## src/rtl/vec_decode_sequencer_pkg.sv

```systemverilog
// rtl/vec_decode_sequencer_pkg.sv - vector ISA opcodes, FU selects and datapath control word
package vec_isa_pkg;

  typedef enum logic [4:0] {
    OP_VLOAD  = 5'b00000,
    OP_VSTORE = 5'b00001,
    OP_VADD   = 5'b00010,
    OP_VSUB   = 5'b00011,
    OP_VMUL   = 5'b00100,
    OP_VSMUL  = 5'b00101,
    OP_VSADD  = 5'b00110,
    OP_VFADD  = 5'b00111,
    OP_VFSUB  = 5'b01000,
    OP_VAND   = 5'b01001,
    OP_VOR    = 5'b01010,
    OP_VXOR   = 5'b01011,
    OP_VSEQ   = 5'b01100,
    OP_VSNE   = 5'b01101,
    OP_VSGT   = 5'b01110,
    OP_VSLT   = 5'b01111
  } vec_opcode_e;

  localparam logic [2:0] FU_INT  = 3'd0;
  localparam logic [2:0] FU_FP   = 3'd1;
  localparam logic [2:0] FU_MUL  = 3'd2;
  localparam logic [2:0] FU_BIT  = 3'd4;
  localparam logic [2:0] FU_PRED = 3'd5;

  typedef struct packed {
    logic       mux_bit;
    logic       vreg_we;
    logic       preg_we;
    logic       sreg_we;
    logic       vreg_load_mux;
    logic       sreg_load_mux;
    logic       add_sub;
    logic       load_store;
    logic [2:0] fu_sel;
    logic [1:0] bitwise_sel;
    logic [1:0] pred_sel;
    logic       clock_enable;
    logic       clock_bypass;
  } vec_ctrl_t;

  // Quiescent word: all FUs idle with the clock gate bypassed.
  localparam vec_ctrl_t VEC_CTRL_IDLE = '{
    mux_bit:       1'b0,
    vreg_we:       1'b0,
    preg_we:       1'b0,
    sreg_we:       1'b0,
    vreg_load_mux: 1'b0,
    sreg_load_mux: 1'b0,
    add_sub:       1'b0,
    load_store:    1'b0,
    fu_sel:        3'd0,
    bitwise_sel:   2'd0,
    pred_sel:      2'd0,
    clock_enable:  1'b0,
    clock_bypass:  1'b1
  };

endpackage

```

## src/rtl/vec_decode_sequencer_if.sv

```systemverilog
// rtl/vec_decode_sequencer_if.sv - instruction in / micro-op out bundle of the decode sequencer
interface vec_decode_sequencer_if #(
  parameter int LANES    = 4,
  parameter int VLEN_MAX = 32
);
  localparam int VL_W  = $clog2(VLEN_MAX + 1);
  localparam int GRP_W = ($clog2(VLEN_MAX / LANES) > 1) ? $clog2(VLEN_MAX / LANES) : 1;

  logic [31:0]      instr;
  logic             instr_valid;
  logic             instr_ready;
  logic [VL_W-1:0]  vl;

  logic             uop_valid;
  logic             uop_ready;
  logic [4:0]       uop_vd;
  logic [4:0]       uop_vs1;
  logic [4:0]       uop_vs2;
  logic             uop_mux_bit;
  logic             uop_vreg_we;
  logic             uop_preg_we;
  logic             uop_sreg_we;
  logic             uop_vreg_load_mux;
  logic             uop_sreg_load_mux;
  logic             uop_add_sub;
  logic             uop_load_store;
  logic [2:0]       uop_fu_sel;
  logic [1:0]       uop_bitwise_sel;
  logic [1:0]       uop_pred_sel;
  logic             uop_clock_enable;
  logic             uop_clock_bypass;
  logic [GRP_W-1:0] uop_group;
  logic [LANES-1:0] uop_lane_mask;
  logic             uop_last;

  logic             illegal_instr;
  logic             busy;

  modport master (
    input  instr, instr_valid, vl, uop_ready,
    output instr_ready, uop_valid, uop_vd, uop_vs1, uop_vs2,
           uop_mux_bit, uop_vreg_we, uop_preg_we, uop_sreg_we,
           uop_vreg_load_mux, uop_sreg_load_mux, uop_add_sub, uop_load_store,
           uop_fu_sel, uop_bitwise_sel, uop_pred_sel,
           uop_clock_enable, uop_clock_bypass,
           uop_group, uop_lane_mask, uop_last, illegal_instr, busy
  );

  modport slave (
    output instr, instr_valid, vl, uop_ready,
    input  instr_ready, uop_valid, uop_vd, uop_vs1, uop_vs2,
           uop_mux_bit, uop_vreg_we, uop_preg_we, uop_sreg_we,
           uop_vreg_load_mux, uop_sreg_load_mux, uop_add_sub, uop_load_store,
           uop_fu_sel, uop_bitwise_sel, uop_pred_sel,
           uop_clock_enable, uop_clock_bypass,
           uop_group, uop_lane_mask, uop_last, illegal_instr, busy
  );

endinterface

```

## src/rtl/vec_decode_sequencer_op_decode.sv

```systemverilog
// rtl/vec_decode_sequencer_op_decode.sv - combinational opcode to control-word decoder
module vec_op_decode
  import vec_isa_pkg::*;
(
  input  logic [4:0] opcode,
  output vec_ctrl_t  ctrl,
  output logic       legal
);

  always_comb begin
    ctrl  = VEC_CTRL_IDLE;
    legal = ~opcode[4];

    // Everything legal other than load/store runs through a clocked FU.
    if (legal && (opcode[4:1] != 4'b0000)) begin
      ctrl.clock_enable = 1'b1;
      ctrl.clock_bypass = 1'b0;
      ctrl.vreg_we      = 1'b1;
    end

    case (opcode)
      OP_VLOAD: begin
        ctrl.load_store = 1'b1;
        ctrl.vreg_we    = 1'b1;
      end
      OP_VSTORE: begin
        ctrl.load_store = 1'b1;
      end
      OP_VADD, OP_VSUB, OP_VSADD: begin
        ctrl.fu_sel  = FU_INT;
        ctrl.add_sub = (opcode == OP_VSUB);
        ctrl.mux_bit = (opcode == OP_VSADD);
      end
      OP_VMUL, OP_VSMUL: begin
        ctrl.fu_sel  = FU_MUL;
        ctrl.mux_bit = (opcode == OP_VSMUL);
      end
      OP_VFADD, OP_VFSUB: begin
        ctrl.fu_sel  = FU_FP;
        ctrl.add_sub = (opcode == OP_VFSUB);
      end
      OP_VAND, OP_VOR, OP_VXOR: begin
        ctrl.fu_sel      = FU_BIT;
        ctrl.bitwise_sel = opcode[1:0];
      end
      OP_VSEQ, OP_VSNE, OP_VSGT, OP_VSLT: begin
        ctrl.fu_sel   = FU_PRED;
        ctrl.preg_we  = 1'b1;
        ctrl.vreg_we  = 1'b0;
        ctrl.pred_sel = opcode[1:0];
      end
      default: begin
      end
    endcase
  end

endmodule

```

## src/rtl/vec_decode_sequencer.sv

```systemverilog
// rtl/vec_decode_sequencer.sv - vector instruction decode and per-lane-group micro-op issue
module vec_decode_sequencer
  import vec_isa_pkg::*;
#(
  parameter int LANES    = 4,
  parameter int VLEN_MAX = 32
) (
  input logic                    clk,
  input logic                    reset,
  vec_decode_sequencer_if.master bus
);

  localparam int VL_W  = $clog2(VLEN_MAX + 1);
  localparam int GRP_W = ($clog2(VLEN_MAX / LANES) > 1) ? $clog2(VLEN_MAX / LANES) : 1;

  typedef enum logic {S_IDLE, S_ISSUE} state_e;

  state_e           state_q, state_d;
  vec_ctrl_t        ctrl_q, ctrl_d;
  logic [4:0]       vd_q, vd_d, vs1_q, vs1_d, vs2_q, vs2_d;
  logic [VL_W-1:0]  vlc_q, vlc_d;
  logic [GRP_W-1:0] group_q, group_d;
  logic [LANES-1:0] mask_q, mask_d;
  logic             last_q, last_d;
  logic             valid_q, valid_d;
  logic             illegal_q, illegal_d;

  vec_ctrl_t        dec_ctrl;
  logic             dec_legal;
  logic [VL_W-1:0]  vl_clamp;
  logic             accept;
  logic             uop_fire;
  logic             unused_instr_bits;

  assign unused_instr_bits = ^{bus.instr[26], bus.instr[10:0]};

  vec_op_decode u_decode (
    .opcode (bus.instr[31:27]),
    .ctrl   (dec_ctrl),
    .legal  (dec_legal)
  );

  function automatic logic [LANES-1:0] group_mask(input int grp, input int vlc);
    group_mask = '0;
    for (int i = 0; i < LANES; i++) begin
      group_mask[i] = (grp * LANES + i) < vlc;
    end
  endfunction

  function automatic logic group_last(input int grp, input int vlc);
    return ((grp + 1) * LANES) >= vlc;
  endfunction

  assign vl_clamp = (int'(bus.vl) > VLEN_MAX) ? VL_W'(VLEN_MAX) : bus.vl;

  // The single comb path: a finishing last micro-op frees the stage this cycle.
  assign bus.instr_ready = (state_q == S_IDLE) ||
                           ((state_q == S_ISSUE) && bus.uop_ready && last_q);
  assign accept   = bus.instr_valid && bus.instr_ready;
  assign uop_fire = valid_q && bus.uop_ready;

  always_comb begin
    state_d   = state_q;
    ctrl_d    = ctrl_q;
    vd_d      = vd_q;
    vs1_d     = vs1_q;
    vs2_d     = vs2_q;
    vlc_d     = vlc_q;
    group_d   = group_q;
    mask_d    = mask_q;
    last_d    = last_q;
    valid_d   = valid_q;
    illegal_d = 1'b0;

    if (uop_fire) begin
      if (last_q) begin
        state_d = S_IDLE;
        valid_d = 1'b0;
      end else begin
        group_d = group_q + GRP_W'(1);
        mask_d  = group_mask(int'(group_q) + 1, int'(vlc_q));
        last_d  = group_last(int'(group_q) + 1, int'(vlc_q));
      end
    end

    // A new instruction overrides the return to IDLE for zero-bubble issue.
    if (accept) begin
      if (!dec_legal) begin
        illegal_d = 1'b1;
      end else if (vl_clamp != '0) begin
        state_d = S_ISSUE;
        valid_d = 1'b1;
        ctrl_d  = dec_ctrl;
        vd_d    = bus.instr[25:21];
        vs1_d   = bus.instr[20:16];
        vs2_d   = bus.instr[15:11];
        vlc_d   = vl_clamp;
        group_d = '0;
        mask_d  = group_mask(0, int'(vl_clamp));
        last_d  = group_last(0, int'(vl_clamp));
      end
    end
  end

  always_ff @(posedge clk) begin
    if (reset) begin
      state_q   <= S_IDLE;
      ctrl_q    <= VEC_CTRL_IDLE;
      vd_q      <= '0;
      vs1_q     <= '0;
      vs2_q     <= '0;
      vlc_q     <= '0;
      group_q   <= '0;
      mask_q    <= '0;
      last_q    <= 1'b0;
      valid_q   <= 1'b0;
      illegal_q <= 1'b0;
    end else begin
      state_q   <= state_d;
      ctrl_q    <= ctrl_d;
      vd_q      <= vd_d;
      vs1_q     <= vs1_d;
      vs2_q     <= vs2_d;
      vlc_q     <= vlc_d;
      group_q   <= group_d;
      mask_q    <= mask_d;
      last_q    <= last_d;
      valid_q   <= valid_d;
      illegal_q <= illegal_d;
    end
  end

  assign bus.uop_valid         = valid_q;
  assign bus.uop_vd            = vd_q;
  assign bus.uop_vs1           = vs1_q;
  assign bus.uop_vs2           = vs2_q;
  assign bus.uop_mux_bit       = ctrl_q.mux_bit;
  assign bus.uop_vreg_we       = ctrl_q.vreg_we;
  assign bus.uop_preg_we       = ctrl_q.preg_we;
  assign bus.uop_sreg_we       = ctrl_q.sreg_we;
  assign bus.uop_vreg_load_mux = ctrl_q.vreg_load_mux;
  assign bus.uop_sreg_load_mux = ctrl_q.sreg_load_mux;
  assign bus.uop_add_sub       = ctrl_q.add_sub;
  assign bus.uop_load_store    = ctrl_q.load_store;
  assign bus.uop_fu_sel        = ctrl_q.fu_sel;
  assign bus.uop_bitwise_sel   = ctrl_q.bitwise_sel;
  assign bus.uop_pred_sel      = ctrl_q.pred_sel;
  assign bus.uop_clock_enable  = ctrl_q.clock_enable;
  assign bus.uop_clock_bypass  = ctrl_q.clock_bypass;
  assign bus.uop_group         = group_q;
  assign bus.uop_lane_mask     = mask_q;
  assign bus.uop_last          = last_q;
  assign bus.illegal_instr     = illegal_q;
  assign bus.busy              = (state_q != S_IDLE);

endmodule
```

## src/flat_wrapper.sv

```systemverilog
// flat-port wrapper written by rule: the top's interface ports become plain ports
module vec_decode_sequencer_flat import vec_isa_pkg::*;
#(
  parameter int LANES    = 4,
  parameter int VLEN_MAX = 32
)
  (clk, reset, bus_instr, bus_instr_valid, bus_vl, bus_uop_ready, bus_instr_ready, bus_uop_valid, bus_uop_vd, bus_uop_vs1, bus_uop_vs2, bus_uop_mux_bit, bus_uop_vreg_we, bus_uop_preg_we, bus_uop_sreg_we, bus_uop_vreg_load_mux, bus_uop_sreg_load_mux, bus_uop_add_sub, bus_uop_load_store, bus_uop_fu_sel, bus_uop_bitwise_sel, bus_uop_pred_sel, bus_uop_clock_enable, bus_uop_clock_bypass, bus_uop_group, bus_uop_lane_mask, bus_uop_last, bus_illegal_instr, bus_busy);
  vec_decode_sequencer_if #(.LANES(LANES), .VLEN_MAX(VLEN_MAX)) bus_i ();
  input logic clk;
  input logic reset;
  input wire logic [$bits(bus_i.instr)-1:0] bus_instr;
  input wire logic [$bits(bus_i.instr_valid)-1:0] bus_instr_valid;
  input wire logic [$bits(bus_i.vl)-1:0] bus_vl;
  input wire logic [$bits(bus_i.uop_ready)-1:0] bus_uop_ready;
  output wire logic [$bits(bus_i.instr_ready)-1:0] bus_instr_ready;
  output wire logic [$bits(bus_i.uop_valid)-1:0] bus_uop_valid;
  output wire logic [$bits(bus_i.uop_vd)-1:0] bus_uop_vd;
  output wire logic [$bits(bus_i.uop_vs1)-1:0] bus_uop_vs1;
  output wire logic [$bits(bus_i.uop_vs2)-1:0] bus_uop_vs2;
  output wire logic [$bits(bus_i.uop_mux_bit)-1:0] bus_uop_mux_bit;
  output wire logic [$bits(bus_i.uop_vreg_we)-1:0] bus_uop_vreg_we;
  output wire logic [$bits(bus_i.uop_preg_we)-1:0] bus_uop_preg_we;
  output wire logic [$bits(bus_i.uop_sreg_we)-1:0] bus_uop_sreg_we;
  output wire logic [$bits(bus_i.uop_vreg_load_mux)-1:0] bus_uop_vreg_load_mux;
  output wire logic [$bits(bus_i.uop_sreg_load_mux)-1:0] bus_uop_sreg_load_mux;
  output wire logic [$bits(bus_i.uop_add_sub)-1:0] bus_uop_add_sub;
  output wire logic [$bits(bus_i.uop_load_store)-1:0] bus_uop_load_store;
  output wire logic [$bits(bus_i.uop_fu_sel)-1:0] bus_uop_fu_sel;
  output wire logic [$bits(bus_i.uop_bitwise_sel)-1:0] bus_uop_bitwise_sel;
  output wire logic [$bits(bus_i.uop_pred_sel)-1:0] bus_uop_pred_sel;
  output wire logic [$bits(bus_i.uop_clock_enable)-1:0] bus_uop_clock_enable;
  output wire logic [$bits(bus_i.uop_clock_bypass)-1:0] bus_uop_clock_bypass;
  output wire logic [$bits(bus_i.uop_group)-1:0] bus_uop_group;
  output wire logic [$bits(bus_i.uop_lane_mask)-1:0] bus_uop_lane_mask;
  output wire logic [$bits(bus_i.uop_last)-1:0] bus_uop_last;
  output wire logic [$bits(bus_i.illegal_instr)-1:0] bus_illegal_instr;
  output wire logic [$bits(bus_i.busy)-1:0] bus_busy;
  assign bus_i.instr = bus_instr;
  assign bus_i.instr_valid = bus_instr_valid;
  assign bus_i.vl = bus_vl;
  assign bus_i.uop_ready = bus_uop_ready;
  assign bus_instr_ready = bus_i.instr_ready;
  assign bus_uop_valid = bus_i.uop_valid;
  assign bus_uop_vd = bus_i.uop_vd;
  assign bus_uop_vs1 = bus_i.uop_vs1;
  assign bus_uop_vs2 = bus_i.uop_vs2;
  assign bus_uop_mux_bit = bus_i.uop_mux_bit;
  assign bus_uop_vreg_we = bus_i.uop_vreg_we;
  assign bus_uop_preg_we = bus_i.uop_preg_we;
  assign bus_uop_sreg_we = bus_i.uop_sreg_we;
  assign bus_uop_vreg_load_mux = bus_i.uop_vreg_load_mux;
  assign bus_uop_sreg_load_mux = bus_i.uop_sreg_load_mux;
  assign bus_uop_add_sub = bus_i.uop_add_sub;
  assign bus_uop_load_store = bus_i.uop_load_store;
  assign bus_uop_fu_sel = bus_i.uop_fu_sel;
  assign bus_uop_bitwise_sel = bus_i.uop_bitwise_sel;
  assign bus_uop_pred_sel = bus_i.uop_pred_sel;
  assign bus_uop_clock_enable = bus_i.uop_clock_enable;
  assign bus_uop_clock_bypass = bus_i.uop_clock_bypass;
  assign bus_uop_group = bus_i.uop_group;
  assign bus_uop_lane_mask = bus_i.uop_lane_mask;
  assign bus_uop_last = bus_i.uop_last;
  assign bus_illegal_instr = bus_i.illegal_instr;
  assign bus_busy = bus_i.busy;
  vec_decode_sequencer #(.LANES(LANES), .VLEN_MAX(VLEN_MAX)) u_core (.clk(clk), .reset(reset), .bus(bus_i));
endmodule
```

## config.mk

```make
export PLATFORM = sky130hd
export DESIGN_NAME = vec_decode_sequencer_flat
export DESIGN_NICKNAME = d
export VERILOG_FILES = /design/src/rtl/vec_decode_sequencer_pkg.sv /design/src/rtl/vec_decode_sequencer_if.sv /design/src/rtl/vec_decode_sequencer_op_decode.sv /design/src/rtl/vec_decode_sequencer.sv /design/src/flat_wrapper.sv
export SDC_FILE = /design/constraint.sdc
export NUM_CORES = 1
export LEC_CHECK = 0
export ABC_AREA = 0
export CAP_MARGIN = 10
export CORE_AREA = 4 4 75 77
export DETAILED_ROUTE_END_ITERATION = 12
export DIE_AREA = 0 0 79 81
export GPL_TIMING_DRIVEN = 0
export PLACE_DENSITY = 0.81
export SYNTH_ARGS = -nofsm -noshare
export SYNTH_HDL_FRONTEND = slang
export SYNTH_SLANG_ARGS = --single-unit
```

## constraint.sdc

```tcl
create_clock -name clk -period 3.9 [get_ports clk]
set_clock_uncertainty 0.1 [all_clocks]
set_input_delay 1.17 -clock clk [delete_from_list [all_inputs] [get_ports clk]]
set_output_delay 1.17 -clock clk [all_outputs]
set_load 0.02 [all_outputs]
```

# == Word-level counts from Yosys, hierarchy flattened ==
# Index checks and enable logic that the tools add are counted.
# classes
add_sub_neg,6
eq_ne,15
n_lt_le_gt_ge,11
n_reduce_logical,17
muxes,37
bitwise_logic,3
# op_table
operator,count
$lt A32 B7 Y1,4
$add A32 B3 Y32 const B,2
$eq A5 B4 Y1 const B,8
$add A32 B2 Y32 const B,1
$ge A32 B7 Y1,1
$add A30 B2 Y30 const B,1
$eq A5 B3 Y1 const B,4
$mux W4,5
$mux W1,19
$mux W3,5
$lt A1 B6 Y1 const A,2
$lt A2 B6 Y1 const A,2
$pmux W3 S4,1
$eq A5 B2 Y1 const B,2
$reduce_or A2 Y1,4
$ge A3 B6 Y1 const A,1
$gt A6 B6 Y1 const B,1
$mux W2,3
$mux W6,1
$pmux W1 S2,3
$reduce_bool A6 Y1,1
$reduce_or A3 Y1,2
$eq A5 B1 Y1 const B,1
$logic_and A1 B1 Y1,5
other kinds (8),10
# word_totals
regBits,46
inputBits,42
out_inout_bits,44
elab_cells,109

# == Longest topological paths before layout ==
# logic_depth
ltp_word,8
ltp_mapped,9
depth_no_buf,9

# == Cells and area by module ==
# From an unflattened synthesis, not the netlist that was laid out.
# unflattened
cells_unflattened,264
hier_area_um2,2459.9
# modules_own_cells
module,instances,cells_per_inst,area_each_um2,seq_area_each_um2
vec_decode_sequencer,1,228,2225.9,980.9
vec_op_decode,1,36,234.0,0.0

# == Worst setup path after synthesis ==
# OpenSTA, ideal clock, no wires.
# synth_path
kind,input to register
start,in bus_vl[4]
end,reg u_core.mask_q[2] (netlist: u_core.bus.uop_lane_mask[2])
cell_stages,6
setup_slack_ps,1027
n_path_buf,2
setup_time_ps,89
arrival_time_ps,2684
t_required_ps,3711
cell_sequence,or4_4 > or3_4 > and2_1 > buf_6 > buf_6 > o32ai_4
# synth_between
elab_chain_len,6
word_cells_on_any_way,7
classes_between,order compare: 2; mux: 4; reduce/logical: 1
# synth_rtl
element,line_no,source
start: declaration,flat_wrapper.sv:13,input wire logic [$bits(bus_i.vl)-1:0] bus_vl;
$gt A6 B6 Y1,vec_decode_sequencer.sv:54,assign vl_clamp = (int'(bus.vl) > VLEN_MAX) ? VL_W'(VLEN_MAX) : bus.vl;
$mux W6 (*),vec_decode_sequencer.sv:54,
$lt A2 B6 Y1 or $reduce_bool A6 Y1 (tied branches),"vec_decode_sequencer.sv:46, vec_decode_sequencer.sv:90",
$mux W4 (*),vec_decode_sequencer.sv:90,end else if (vl_clamp != '0) begin
$mux W4 (*),vec_decode_sequencer.sv:88,if (!dec_legal) begin
$mux W4 (*),vec_decode_sequencer.sv:87,if (accept) begin
end signal: assignment,vec_decode_sequencer.sv:126,mask_q <= mask_d;
end: declaration,vec_decode_sequencer.sv:23,"logic [LANES-1:0] mask_q, mask_d;"
# Every way passes the cells marked *; elsewhere a longest branch is shown, timed or not.
# A chain may end at the register's enable or synchronous reset.

# == Worst setup path after layout ==
# layout_path
start,in bus_uop_ready
end,out bus_instr_ready
# layout_between
elab_chain_len,3
# layout_rtl
element,line_no,source
start: declaration,flat_wrapper.sv:14,input wire logic [$bits(bus_i.uop_ready)-1:0] bus_uop_ready;
$logic_and A1 B1 Y1 (2 in a row),vec_decode_sequencer.sv:58,((state_q == S_ISSUE) && bus.uop_ready && last_q);
$logic_or A1 B1 Y1,vec_decode_sequencer.sv:57,assign bus.instr_ready = (state_q == S_IDLE) ||
end: declaration,flat_wrapper.sv:15,output wire logic [$bits(bus_i.instr_ready)-1:0] bus_instr_ready;
# Every way passes these cells.

==> out/metrics.csv <==
metric,value,unit
largest net degree at the start of global routing,13,
hpwl dp,4.332,mm
post-synthesis xor/xnor area fraction,0.02003,
Logic pwr share,0.216,
"commonest non-fill, non-tap cell in the layout",clkdlybuf4s50_1,
Die Wd,79,um
drc violations,0,
"non-filler cells, final",411,
"Primary FF master, synth",dfxtp_1,
Die H,81,um
ys async rst share,0,
final hold viol count,0,
vias per inst,5.134,
Reg2Reg Depth,6,
worst path cell trace,clkdlybuf4s50_1 > a21boi_1 > inv_1 > clkdlybuf4s50_1,
CP max stage cell,clkdlybuf4s50_1,
WS Path Type,in2out,
WHS Path Cells,2,
nets,395,
sw frac,0.2785,
Worst Setup Start Kind,input port,
Post-synth EDFFs,0,
post-layout util,0.6044,
total power draw,993.8,uW
final setup vio count,0,
final slew viol count,0,
max cap viols,0,
r2r startpoint,u_core.bus.uop_group[1]$_SDFF_PP0_,
Leakage,1.101,nW
"Distinct cells, synth",43,
Pint,717.0,uW
Initial Util,0.4363,
worst min path class,reg2reg,
r2r endpoint,u_core.bus.uop_lane_mask[2]$_SDFF_PP0_,
Critical Path Fanout Max,4,
RePlAce Congestion,0.8638,
Clk pwr share,0.276,
H-Tree Level Count,2,
mux cell area share after synthesis,0,
CTS tree,done,
CP dominant cell by count,clkdlybuf4s50_1,
required time of the critical path,2.63,ns
insertion delay to the later sink of the worst-skew pair,0.29,ns
hold path start,u_core.bus.uop_vs1[1]$_SDFFE_PP0P_,
Worst Tran Pin Value,1.151,ns
Max Fclk,268.3,MHz
Synth Area per Inst,8.248,sq um
GRT Total Usage,0.1853,
# IOs,86,
adder-cell share of the synthesized area,0.06869,
Max-slew headroom,0.2126,
r2r setup slk,1.06,ns
Port Buffers,67,
hold-critical path endpoint,u_core.bus.uop_vs1[1]$_SDFFE_PP0P_,
Syn Inst Count,265,
TNS Setup,0,ns
Max Root-Sink Buffers,2,
Bufs and invs on worst path,3,
"flops & latches, synth",46,
crit-path leading delay family,buffers and inverters,
core footprint,5010,sq um
die area,6399,sq um
vias in the first global route,2019,
fraction of layout cells with a size suffix above 1,0.06158,
Clock Tree Root,clkbuf_8,
Inst Count DP,404,
Reg power frac,0.508,
register area share after synthesis,0.4213,
Post-Synth Simple-Gate Area,0.2307,
DRT antenna net count,0,
initial antenna violation count,0,
NetSw,276.8,uW
TritonRoute pass-1 iters,4,
WL per Instance,14.18,um
status,"finished, final reports clean",
most frequent cells in the layout,"clkdlybuf4s50_1 (67), nand2_1 (65), dfxtp_1 (46)",
Clock Sink Count,46,
first-pass GRT wire length,9.404,mm
total wire length,5.828,mm
crit path time final,3.728,ns
compound-cell area share of the yosys netlist,0.1969,
Inserted Clock Buffers,5,
Detailed Route Iter0 Violations,101,
Worst setup EP type,primary output,
Worst-path clk slew,0.07,ns
P&R area growth vs syn,38.52,%
CP max stage delay,0.59,ns
row count,26,
Ys Warns,0,
routed via count,2110,
PwrDens,328.2,nW/um^2
fin crit share,0.9558,
RSZ-0062 raised after global routing,false,
main combinational cell family by area after synthesis,simple AND/OR/NAND/NOR gates,
worst vdd ir,0.2601,mV
n_diodes,0,
post-synth design cell area,2186,sq um
Critical Path AT,2.46,ns
gr ovfl total,0,
==> registers in the layout, indices dropped and copies added, names as in the netlist, 2 cells and up <==
register	count
u_core.bus.uop_fu_sel	3
u_core.bus.uop_vs1	5
u_core.bus.uop_pred_sel	2
u_core.bus.uop_group	3
u_core.bus.uop_vd	5
u_core.bus.uop_vs2	5
u_core.vlc_q	6
u_core.bus.uop_bitwise_sel	2
u_core.bus.uop_lane_mask	4
==> logic make-up after synthesis <==
family          after synthesis
other cells                   1
xor+xnor                      5
flops                        46
fa+ha+maj                    12
simple gates                109
compound gates               67
buf+inv                      25
==> stage by stage <==
stage / cell area [sq um] / hold WS [ns] / setup slack (ns)
finish: 3028 / 0.3540 / 0.1723
global route: 3028 / 0.3765 / 0.08157
CTS: 3028 / 0.3565 / 0.07444
detailed placement: 2952 / 0.3449 / 0.07564
global placement: 2952 / 0.3326 / 0.07772
floorplan: 2193 / 0.3319 / 1.027
==> metal layers <==
metal	wire, um	GRT usage	vias up
met1	2427	0.2270	988
met5	0	0	-
li1	-	-	1053
met4	29	0.03436	0
met2	2912	0.3266	65
met3	459	0.05322	4
==> area by class of cell <==
class / instances / area [sq um]
multi-input combinational: 196 / 1140
inverter: 7 / 26.28
sequential: 46 / 920.9
buffer: 18 / 106.4
fill: 480 / 1982
timing repair buffer: 67 / 670.6
tap: 70 / 87.58
clock buffer: 7 / 76.32
==> power groups by stage <==
stage                     Sequential (mW)  Clock, mW  Combinational (mW)
after CTS                           0.505      0.282               0.216
after global placement              0.515          0               0.211
after floorplan                     0.537          0              0.0974
final                               0.505      0.274               0.215
after detailed placement            0.515          0               0.214
after global routing                0.508      0.302               0.233
==> worst register-to-register path, stage by stage (launching register included) <==
cell	delay (ns)
dfxtp_1	0.37
ha_1	0.24
and2_1	0.18
ha_1	0.34
a2111oi_0	1.00
a22oi_1	0.27
o32ai_4	0.25
==> timing repair <==
item | in CTS | in global routing
hold buffers | 0 | 0
resized for setup | 0 | 1
endpoints found under the setup margin | 0 | 1
buffers inserted | 0 | 0
==> cells in the mapped netlist, types with 4 or more instances <==
cell,count,area share
dfxtp_1,46,0.42
nand2_1,65,0.11
a21oi_1,38,0.087
nor2_1,8,0.014
buf_2,4,0.0092
inv_1,7,0.012
o211ai_1,4,0.014
nor2b_1,4,0.011
ha_1,12,0.069
xor2_1,4,0.016
o21ai_0,4,0.0092
o21a_1,4,0.014
nand3_1,8,0.018
clkbuf_1,8,0.014
nor3_1,6,0.014
nand3b_1,5,0.017
==> worst max-delay path by stage <==
stage,startpoint,to,slack [ns],cells after the start
final,bus_uop_ready,bus_instr_ready,0.17,4
after global routing,bus_uop_ready,bus_instr_ready,0.08,4
after CTS,bus_uop_ready,bus_instr_ready,0.07,4
after detailed placement,bus_uop_ready,bus_instr_ready,0.08,4
after global placement,bus_uop_ready,bus_instr_ready,0.08,4
after floorplan,bus_vl[4],u_core.bus.uop_lane_mask[2]$_SDFF_PP0_,1.03,6
Power figures use the tool's default switching activity.
